## config.mk

```make
export PLATFORM = sky130hd
export DESIGN_NAME = bp_fe_fetch_buffer
export DESIGN_NICKNAME = d
export VERILOG_FILES = /design/src/rtl/bp_fe_fetch_buffer.sv
export SDC_FILE = /design/constraint.sdc
export NUM_CORES = 1
export LEC_CHECK = 0
export ABC_AREA = 1
export BUFFER_PORTS_ARGS = -buffer_cell sky130_fd_sc_hd__buf_2
export CORE_ASPECT_RATIO = 1.4
export CORE_MARGIN = 8
export CORE_UTILIZATION = 51
export DETAILED_ROUTE_END_ITERATION = 7
export PLACE_DENSITY = 0.81
export SYNTH_ARGS = -nofsm -noshare
export SYNTH_HDL_FRONTEND = slang
export SYNTH_SLANG_ARGS = --single-unit
```

## constraint.sdc

```tcl
create_clock -name clk_i -period 7.4 [get_ports clk_i]
set_input_delay 0.74 -clock clk_i [delete_from_list [all_inputs] [get_ports clk_i]]
set_output_delay 0.74 -clock clk_i [all_outputs]
set_load 0.02 [all_outputs]
```

## src/rtl/bp_fe_fetch_buffer.sv

```systemverilog
// ---------------------------------------------------------------------------
// bp_fe_fetch_buffer
//
// Purpose:
//   Elastic FIFO that sits directly downstream of PC generation / I$ fetch.
//   Each fetched instruction is captured together with its PC, its branch
//   metadata and its fetch-exception flag. Entries are presented in order to
//   the FE queue enqueue logic. A BE redirect (flush_i) drops every entry
//   that is in flight.
//
// Ports:
//   clk_i           clock
//   reset_n_i       asynchronous active-low reset
//   flush_i         BE redirect: discard all entries; highest priority
//   enq_v_i         fetch result valid (valid-then-ready handshake)
//   enq_ready_o     buffer can accept this cycle (~full & ~flush_i)
//   enq_pc_i        fetch PC
//   enq_instr_i     fetched instruction
//   enq_bmeta_i     branch metadata forward payload (opaque)
//   enq_exc_i       fetch exception flag
//   deq_v_o         head entry valid
//   deq_yumi_i      consumer takes the head; only legal while deq_v_o is high
//   deq_pc_o        head PC
//   deq_instr_o     head instruction
//   deq_bmeta_o     head branch metadata
//   deq_exc_o       head exception flag
//   count_o         registered occupancy, 0..els_p
//   overflow_err_o  sticky debug flag: enq_v_i was dropped while full
//
// Configuration:
//   BP_FE_FETCH_BUF_BYPASS_EN  when defined, an enqueue into an empty buffer
//                              is visible on deq_* in the same cycle. If that
//                              entry is also taken the same cycle, it is
//                              never written. When undefined, the minimum
//                              latency is one cycle and there is no
//                              combinational path from enq_* to deq_*.
// ---------------------------------------------------------------------------
module bp_fe_fetch_buffer #(
  parameter int vaddr_width_p = 39,
  parameter int instr_width_p = 32,
  parameter int bmeta_width_p = 64,
  parameter int els_p         = 4
) (
  input  logic                       clk_i,
  input  logic                       reset_n_i,
  input  logic                       flush_i,
  input  logic                       enq_v_i,
  output logic                       enq_ready_o,
  input  logic [vaddr_width_p-1:0]   enq_pc_i,
  input  logic [instr_width_p-1:0]   enq_instr_i,
  input  logic [bmeta_width_p-1:0]   enq_bmeta_i,
  input  logic                       enq_exc_i,
  output logic                       deq_v_o,
  input  logic                       deq_yumi_i,
  output logic [vaddr_width_p-1:0]   deq_pc_o,
  output logic [instr_width_p-1:0]   deq_instr_o,
  output logic [bmeta_width_p-1:0]   deq_bmeta_o,
  output logic                       deq_exc_o,
  output logic [$clog2(els_p+1)-1:0] count_o,
  output logic                       overflow_err_o
);

  localparam int idx_w = $clog2(els_p);
  localparam int ptr_w = idx_w + 1;        // extra MSB is the wrap bit
  localparam int cnt_w = $clog2(els_p + 1);

  // Pointers and occupancy
  logic [ptr_w-1:0] rd_ptr_reg, rd_ptr_next;
  logic [ptr_w-1:0] wr_ptr_reg, wr_ptr_next;
  logic [ptr_w-1:0] ptr_diff;
  logic [cnt_w-1:0] count_reg;
  logic             overflow_reg;

  logic [idx_w-1:0] rd_idx, wr_idx;
  logic             empty, full;
  logic             enq_fire, deq_fire;
  logic             bypass_hit;
  logic             write_en, rd_adv;

  // Storage (not reset; contents are don't-care while not valid)
  logic [vaddr_width_p-1:0] mem_pc    [els_p];
  logic [instr_width_p-1:0] mem_instr [els_p];
  logic [bmeta_width_p-1:0] mem_bmeta [els_p];
  logic                     mem_exc   [els_p];

  assign rd_idx = rd_ptr_reg[idx_w-1:0];
  assign wr_idx = wr_ptr_reg[idx_w-1:0];

  assign empty = (rd_ptr_reg == wr_ptr_reg);
  assign full  = (rd_idx == wr_idx) && (rd_ptr_reg[idx_w] != wr_ptr_reg[idx_w]);

  // Ready deliberately ignores deq_yumi_i: a full buffer never accepts,
  // even when the head leaves in the same cycle.
  assign enq_ready_o = ~full & ~flush_i;
  assign enq_fire    = enq_v_i & enq_ready_o;

`ifdef BP_FE_FETCH_BUF_BYPASS_EN
  // Empty buffer: the incoming entry is presented straight to the consumer.
  assign bypass_hit = empty & enq_fire;
  assign deq_v_o    = (~empty | enq_fire) & ~flush_i;
  assign deq_pc_o    = bypass_hit ? enq_pc_i    : mem_pc[rd_idx];
  assign deq_instr_o = bypass_hit ? enq_instr_i : mem_instr[rd_idx];
  assign deq_bmeta_o = bypass_hit ? enq_bmeta_i : mem_bmeta[rd_idx];
  assign deq_exc_o   = bypass_hit ? enq_exc_i   : mem_exc[rd_idx];
`else
  assign bypass_hit  = 1'b0;
  assign deq_v_o     = ~empty & ~flush_i;
  assign deq_pc_o    = mem_pc[rd_idx];
  assign deq_instr_o = mem_instr[rd_idx];
  assign deq_bmeta_o = mem_bmeta[rd_idx];
  assign deq_exc_o   = mem_exc[rd_idx];
`endif

  assign deq_fire = deq_yumi_i & deq_v_o;

  // A bypassed entry that is consumed immediately never touches storage or
  // the pointers; a bypassed entry that is not consumed is written normally.
  assign write_en = enq_fire & ~(bypass_hit & deq_fire);
  assign rd_adv   = deq_fire & ~bypass_hit;

  always_comb begin
    wr_ptr_next = wr_ptr_reg;
    rd_ptr_next = rd_ptr_reg;
    if (write_en) begin
      wr_ptr_next = wr_ptr_reg + ptr_w'(1);
    end
    // Flush empties the buffer; enqueue is already blocked by enq_ready_o.
    if (flush_i) begin
      rd_ptr_next = wr_ptr_reg;
    end else if (rd_adv) begin
      rd_ptr_next = rd_ptr_reg + ptr_w'(1);
    end
  end

  // Modular difference of the next pointers gives the next occupancy.
  assign ptr_diff = wr_ptr_next - rd_ptr_next;

  always_ff @(posedge clk_i or negedge reset_n_i) begin
    if (!reset_n_i) begin
      rd_ptr_reg   <= '0;
      wr_ptr_reg   <= '0;
      count_reg    <= '0;
      overflow_reg <= 1'b0;
    end else begin
      rd_ptr_reg <= rd_ptr_next;
      wr_ptr_reg <= wr_ptr_next;
      count_reg  <= cnt_w'(ptr_diff);
      if (enq_v_i & full & ~flush_i) begin
        overflow_reg <= 1'b1;
      end
    end
  end

  always_ff @(posedge clk_i) begin
    if (write_en) begin
      mem_pc[wr_idx]    <= enq_pc_i;
      mem_instr[wr_idx] <= enq_instr_i;
      mem_bmeta[wr_idx] <= enq_bmeta_i;
      mem_exc[wr_idx]   <= enq_exc_i;
    end
  end

  assign count_o        = count_reg;
  assign overflow_err_o = overflow_reg;

  // Taking the head while nothing is presented is a protocol violation.
  yumi_needs_valid: assert property (@(posedge clk_i) disable iff (!reset_n_i)
                                     deq_yumi_i |-> deq_v_o);

endmodule

```

# Yosys cells after proc, flatten, opt, wreduce, memory -nomap -nowiden
# Memory sizes are Yosys's and may differ from the RTL's.
# Index checks and enable logic that the tools add are counted.
[totals] ff_bits=10 mem_bits_rw=544 in_bits=141 wordCells=29 n_memories=4
[op_classes] reduce_logical=1 n_mux=5 bitwise=9 n_eq_ne=3 add_sub_neg=3
[mem_list] name="mem_bmeta" depth=4 width=64 rd=1 rd_clocked_by_memory_dff=0 write_ports=1 line="83" text="logic [bmeta_width_p-1:0] mem_bmeta [els_p];"
[mem_list] name="mem_pc" depth=4 width=39 rd=1 rd_clocked_by_memory_dff=0 write_ports=1 line="81" text="logic [vaddr_width_p-1:0] mem_pc [els_p];"
[mem_list] name="mem_instr" depth=4 width=32 rd=1 rd_clocked_by_memory_dff=0 write_ports=1 line="82" text="logic [instr_width_p-1:0] mem_instr [els_p];"
[mem_list] name="mem_exc" depth=4 width=1 rd=1 rd_clocked_by_memory_dff=0 write_ports=1 line="84" text="logic mem_exc [els_p];"
[ops] op="$mux 3" count=3
[ops] op="$add 3x1->3 const B" count=2
[ops] op="$and 1x1->1" count=6
[ops] op="$eq 3x3->1" count=1
[ops] op="$not 1->1" count=3
[ops] op="$sub 3x3->3" count=1
[ops] op="$eq 2x2->1" count=1
[ops] op="$mux 1" count=2
[ops] op="$logic_and 1x1->1" count=1
[ops] op="$ne 1x1->1" count=1

# Longest topological paths before layout
[depth] depth_word=7 mapped_depth=16

# Worst setup path after synthesis
# No wires, ideal clock.
[synth_timing] path_kind="in2reg" from="input flush_i" to="memory mem_bmeta[0][0], enable pin" t_arrival_ns=6.776 setup_slack_ns=-0.009 setup_ns=0.633 stages=5 cell_sequence="inv_1 -> nand2_1 -> inv_1 -> nand2_4 -> nor2_1"
[synth_between] elab_chain_len=5
[synth_lines] item="start, declared" line="46" text="input logic flush_i,"
[synth_lines] item="$not 1->1" line="94" text="assign enq_ready_o = ~full & ~flush_i;"
[synth_lines] item="$and 1x1->1" line="94"
[synth_lines] item="$and 1x1->1" line="95" text="assign enq_fire = enq_v_i & enq_ready_o;"
[synth_lines] item="$mux 1" line="155" text="if (write_en) begin"
[synth_lines] item="$mux 1 (not written as such)" line="158" text="mem_bmeta[wr_idx] <= enq_bmeta_i;"
[synth_lines] item="end, declared" line="83"
# Every way passes these cells.

# Final worst setup path
[layout_timing] from="register rd_ptr_reg[1]" to="output deq_bmeta_o[44]"
[layout_between] elab_chain_len=1
[layout_lines] item="start, declared" line="68" text="logic [ptr_w-1:0] rd_ptr_reg, rd_ptr_next;"
[layout_lines] item="start signal, assigned" line="145" text="rd_ptr_reg <= rd_ptr_next;"
[layout_lines] item="$mem_v2 4x64"
[layout_lines] item="end, declared" line="57" text="output logic [bmeta_width_p-1:0] deq_bmeta_o,"
# Every way passes these cells.

==> run metrics <==
Vias/cell 5.68; Reg2Reg Depth 7; DRC viols 0; HP Class in -> async; Synth cell types 24; sequential share of the synthesized area roughly four fifths; Non-Filler Instances 2252; final setup TNS 0 ns; Wirelength per Cell 21.1 µm; CTS root buffer clkbuf_16; FF-to-FF End mem_instr[0][29]$_DFFE_PP_; async set-reset flop share out of synthesis ~1.8%; slew at the pin with the worst max-slew slack 1.13 ns; CTS Buf Count 50; reported leakage power 0.00837 µW; worst skew pair latency around 0.57 ns; minimum clock period 4.25 ns; Sink Count 554; Max Clk Rate roughly 240 MHz; Post-Syn Nets 1554; Worst Skew approximately 0.019 ns; Most used DFF post-synth edfxtp_1; Die ar. 47200 µm²; initial antenna violation count 15; Yosys warnings 0; Vias about 13000; placed insts 2145; gr ovfl total 0; Post-synth EDFFs 544; layout net count 1811; #FFs+latches synth 554; Reg2Reg Setup Slack 3.65 ns; gpl congestion 0.777; Slew Viols, Final 0; Worst-path clk slew 0.06 ns; die height about 250 µm; first-pass GRT wire length 70.2 mm; Peak VDD IR 312 µV; CP Capture Type primary output; Final setup violation count 0; period utilization 57.5%; number of fill cells 2965; Crit Path Category reg -> out; Reg-to-Reg Start rd_ptr_reg[1]$_DFF_PN0_; core area around 40000 µm²; # rows 87; htree depth 2; worst-case clock buffer depth 3; worst endpoint required time around 6.7 ns; Die Wd 186 µm; unrepaired setup endpoints after global routing no; Pwr per Cell Area 408 nW/µm²; worst hold margin a little under 0.04 ns; iteration count of the initial detailed-routing pass 7; Slew HR ~24%; Iteration-0 DRC Markers 1076; top flop regs mem_bmeta: 256 flops, mem_pc: 156 flops, mem_instr: 128 flops; Avg Inst Size Synth roughly 15 µm²; layout cells sized above 1 22.3%; total I/O pin count 283; cell area after synthesis 20600 µm²; total of max-cap violations 0; endpoints failing hold 0; GRT Resource Usage Total 19.3%; Antenna Nets Post-Route 0; status finished clean; post-CTS sizing 0; vias in the first global route 13000; cell count after synthesis 1406; largest net degree at the start of global routing 161; final WL around 47 mm; CP Launch Type flip-flop; max reg flops 256; input/output buffers 282; Worst Path Arrival 3.51 ns; hold-fix buffers at CTS 0; TritonCTS clock tree done; starting density of the core 51.5%; Top reg by flops mem_bmeta; post-CTS setup buffer count 0; synthesis-to-layout area growth 17.6%; Crit Path Max Fanout 75; Detail Placement HPWL 27.0 mm
cells in the mapped netlist (2+ instances only):
library cell | instances | area share (%)
o22ai_1 | 136 | 4.1
xor2_1 | 2 | 0.085
ha_1 | 6 | 0.36
nand2_1 | 27 | 0.49
edfxtp_1 | 544 | 79
nand2_2 | 2 | 0.061
inv_1 | 23 | 0.42
clkbuf_1 | 69 | 1.3
buf_1 | 3 | 0.055
buf_2 | 17 | 0.41
nor2_1 | 279 | 5.1
o21ai_0 | 272 | 6.6
nand3_1 | 6 | 0.15
dfrtp_1 | 10 | 1.2
cell type report:
cell class / count / area, µm² / share of cell area (%)
inverter: 23 / 96.3 / 0.397
tap: 534 / 668 / 2.75
sequential: 554 / 16600 / 68.4
clock buffer: 58 / 1350 / 5.55
antenna: 16 / 40.0 / 0.165
multi-input combinational: 739 / 3610 / 14.9
timing repair buffer: 295 / 1550 / 6.38
clock inverter: 33 / 349 / 1.44
logic make-up (layout without fill, tap and decap cells):
| group | count (synthesis) | count (layout) | synth area share, % |
|---|---|---|---|
| xor+xnor | 3 | 3 | 0.127 |
| flops | 554 | 554 | 80.4 |
| buf+inv | 113 | 409 | 2.18 |
| simple gates | 317 | 317 | 5.95 |
| compound gates | 412 | 412 | 10.8 |
| fa+ha+maj | 7 | 7 | 0.461 |
| other cells | 0 | 16 | 0 |
worst max-delay path, cell delays in order, from the launching register on:
cell,delay [ns]
dfrtp_4,0.76
inv_4,0.62
buf_4,0.74
o21ai_0,0.27
o22ai_1,0.24
buf_2,0.21
power by group:
group	leakage, µW	switching [µW]	total (µW)	internal, µW
Combinational	0.00250	2390	3300	911
Sequential	0.00505	142	3970	3830
Clock	0.000816	1080	2630	1550
Total	0.00837	3620	9900	6280
worst max path at each step:
stage	end	slack (ns)	from
after detailed placement	mem_bmeta[0][27]$_DFFE_PP_	3.62	rd_ptr_reg[1]$_DFF_PN0_
after CTS	deq_bmeta_o[44]	3.12	rd_ptr_reg[1]$_DFF_PN0_
after global placement	mem_bmeta[0][27]$_DFFE_PP_	3.62	rd_ptr_reg[1]$_DFF_PN0_
after global routing	deq_bmeta_o[44]	2.94	rd_ptr_reg[1]$_DFF_PN0_
final	deq_bmeta_o[44]	3.15	rd_ptr_reg[1]$_DFF_PN0_
after floorplan	mem_bmeta[0][0]$_DFFE_PP_	-0.009	flush_i
per-stage QoR:
step | util [%] | cell area (µm²) | total power [µW] | setup WS [ns]
CTS | 60.4 | 24200 | 9970 | 3.12
detailed placement | 56.2 | 22500 | 7350 | 3.62
floorplan | - | 20600 | 6190 | -0.00900
finish | 60.5 | 24300 | 9900 | 3.15
global route | 60.5 | 24200 | 10400 | 2.94
global placement | 56.2 | 22500 | 7230 | 3.62
layer usage:
layer	vias up	GRT usage, %	wire length [µm]
met4	6	11.3	2230
met3	110	3.91	3550
met1	6358	21.9	16900
met2	503	33.4	24700
met5	-	0	34
li1	5816	-	-
layout by cell type, fill, tap and decap left out, types with 5 or more instances in the layout:
master,netlist,final
clkbuf_16,0,53
diode_2,0,16
nor2_1,279,275
nand3_1,6,6
o22ai_1,136,136
inv_1,23,21
o21ai_0,272,272
dfrtp_1,10,8
ha_1,6,6
clkinv_1,0,13
buf_4,1,10
nand2_1,27,27
bufinv_16,0,7
clkinv_2,0,5
buf_2,17,282
clkbuf_1,69,5
edfxtp_1,544,544
(Power assumes the default switching activity.)
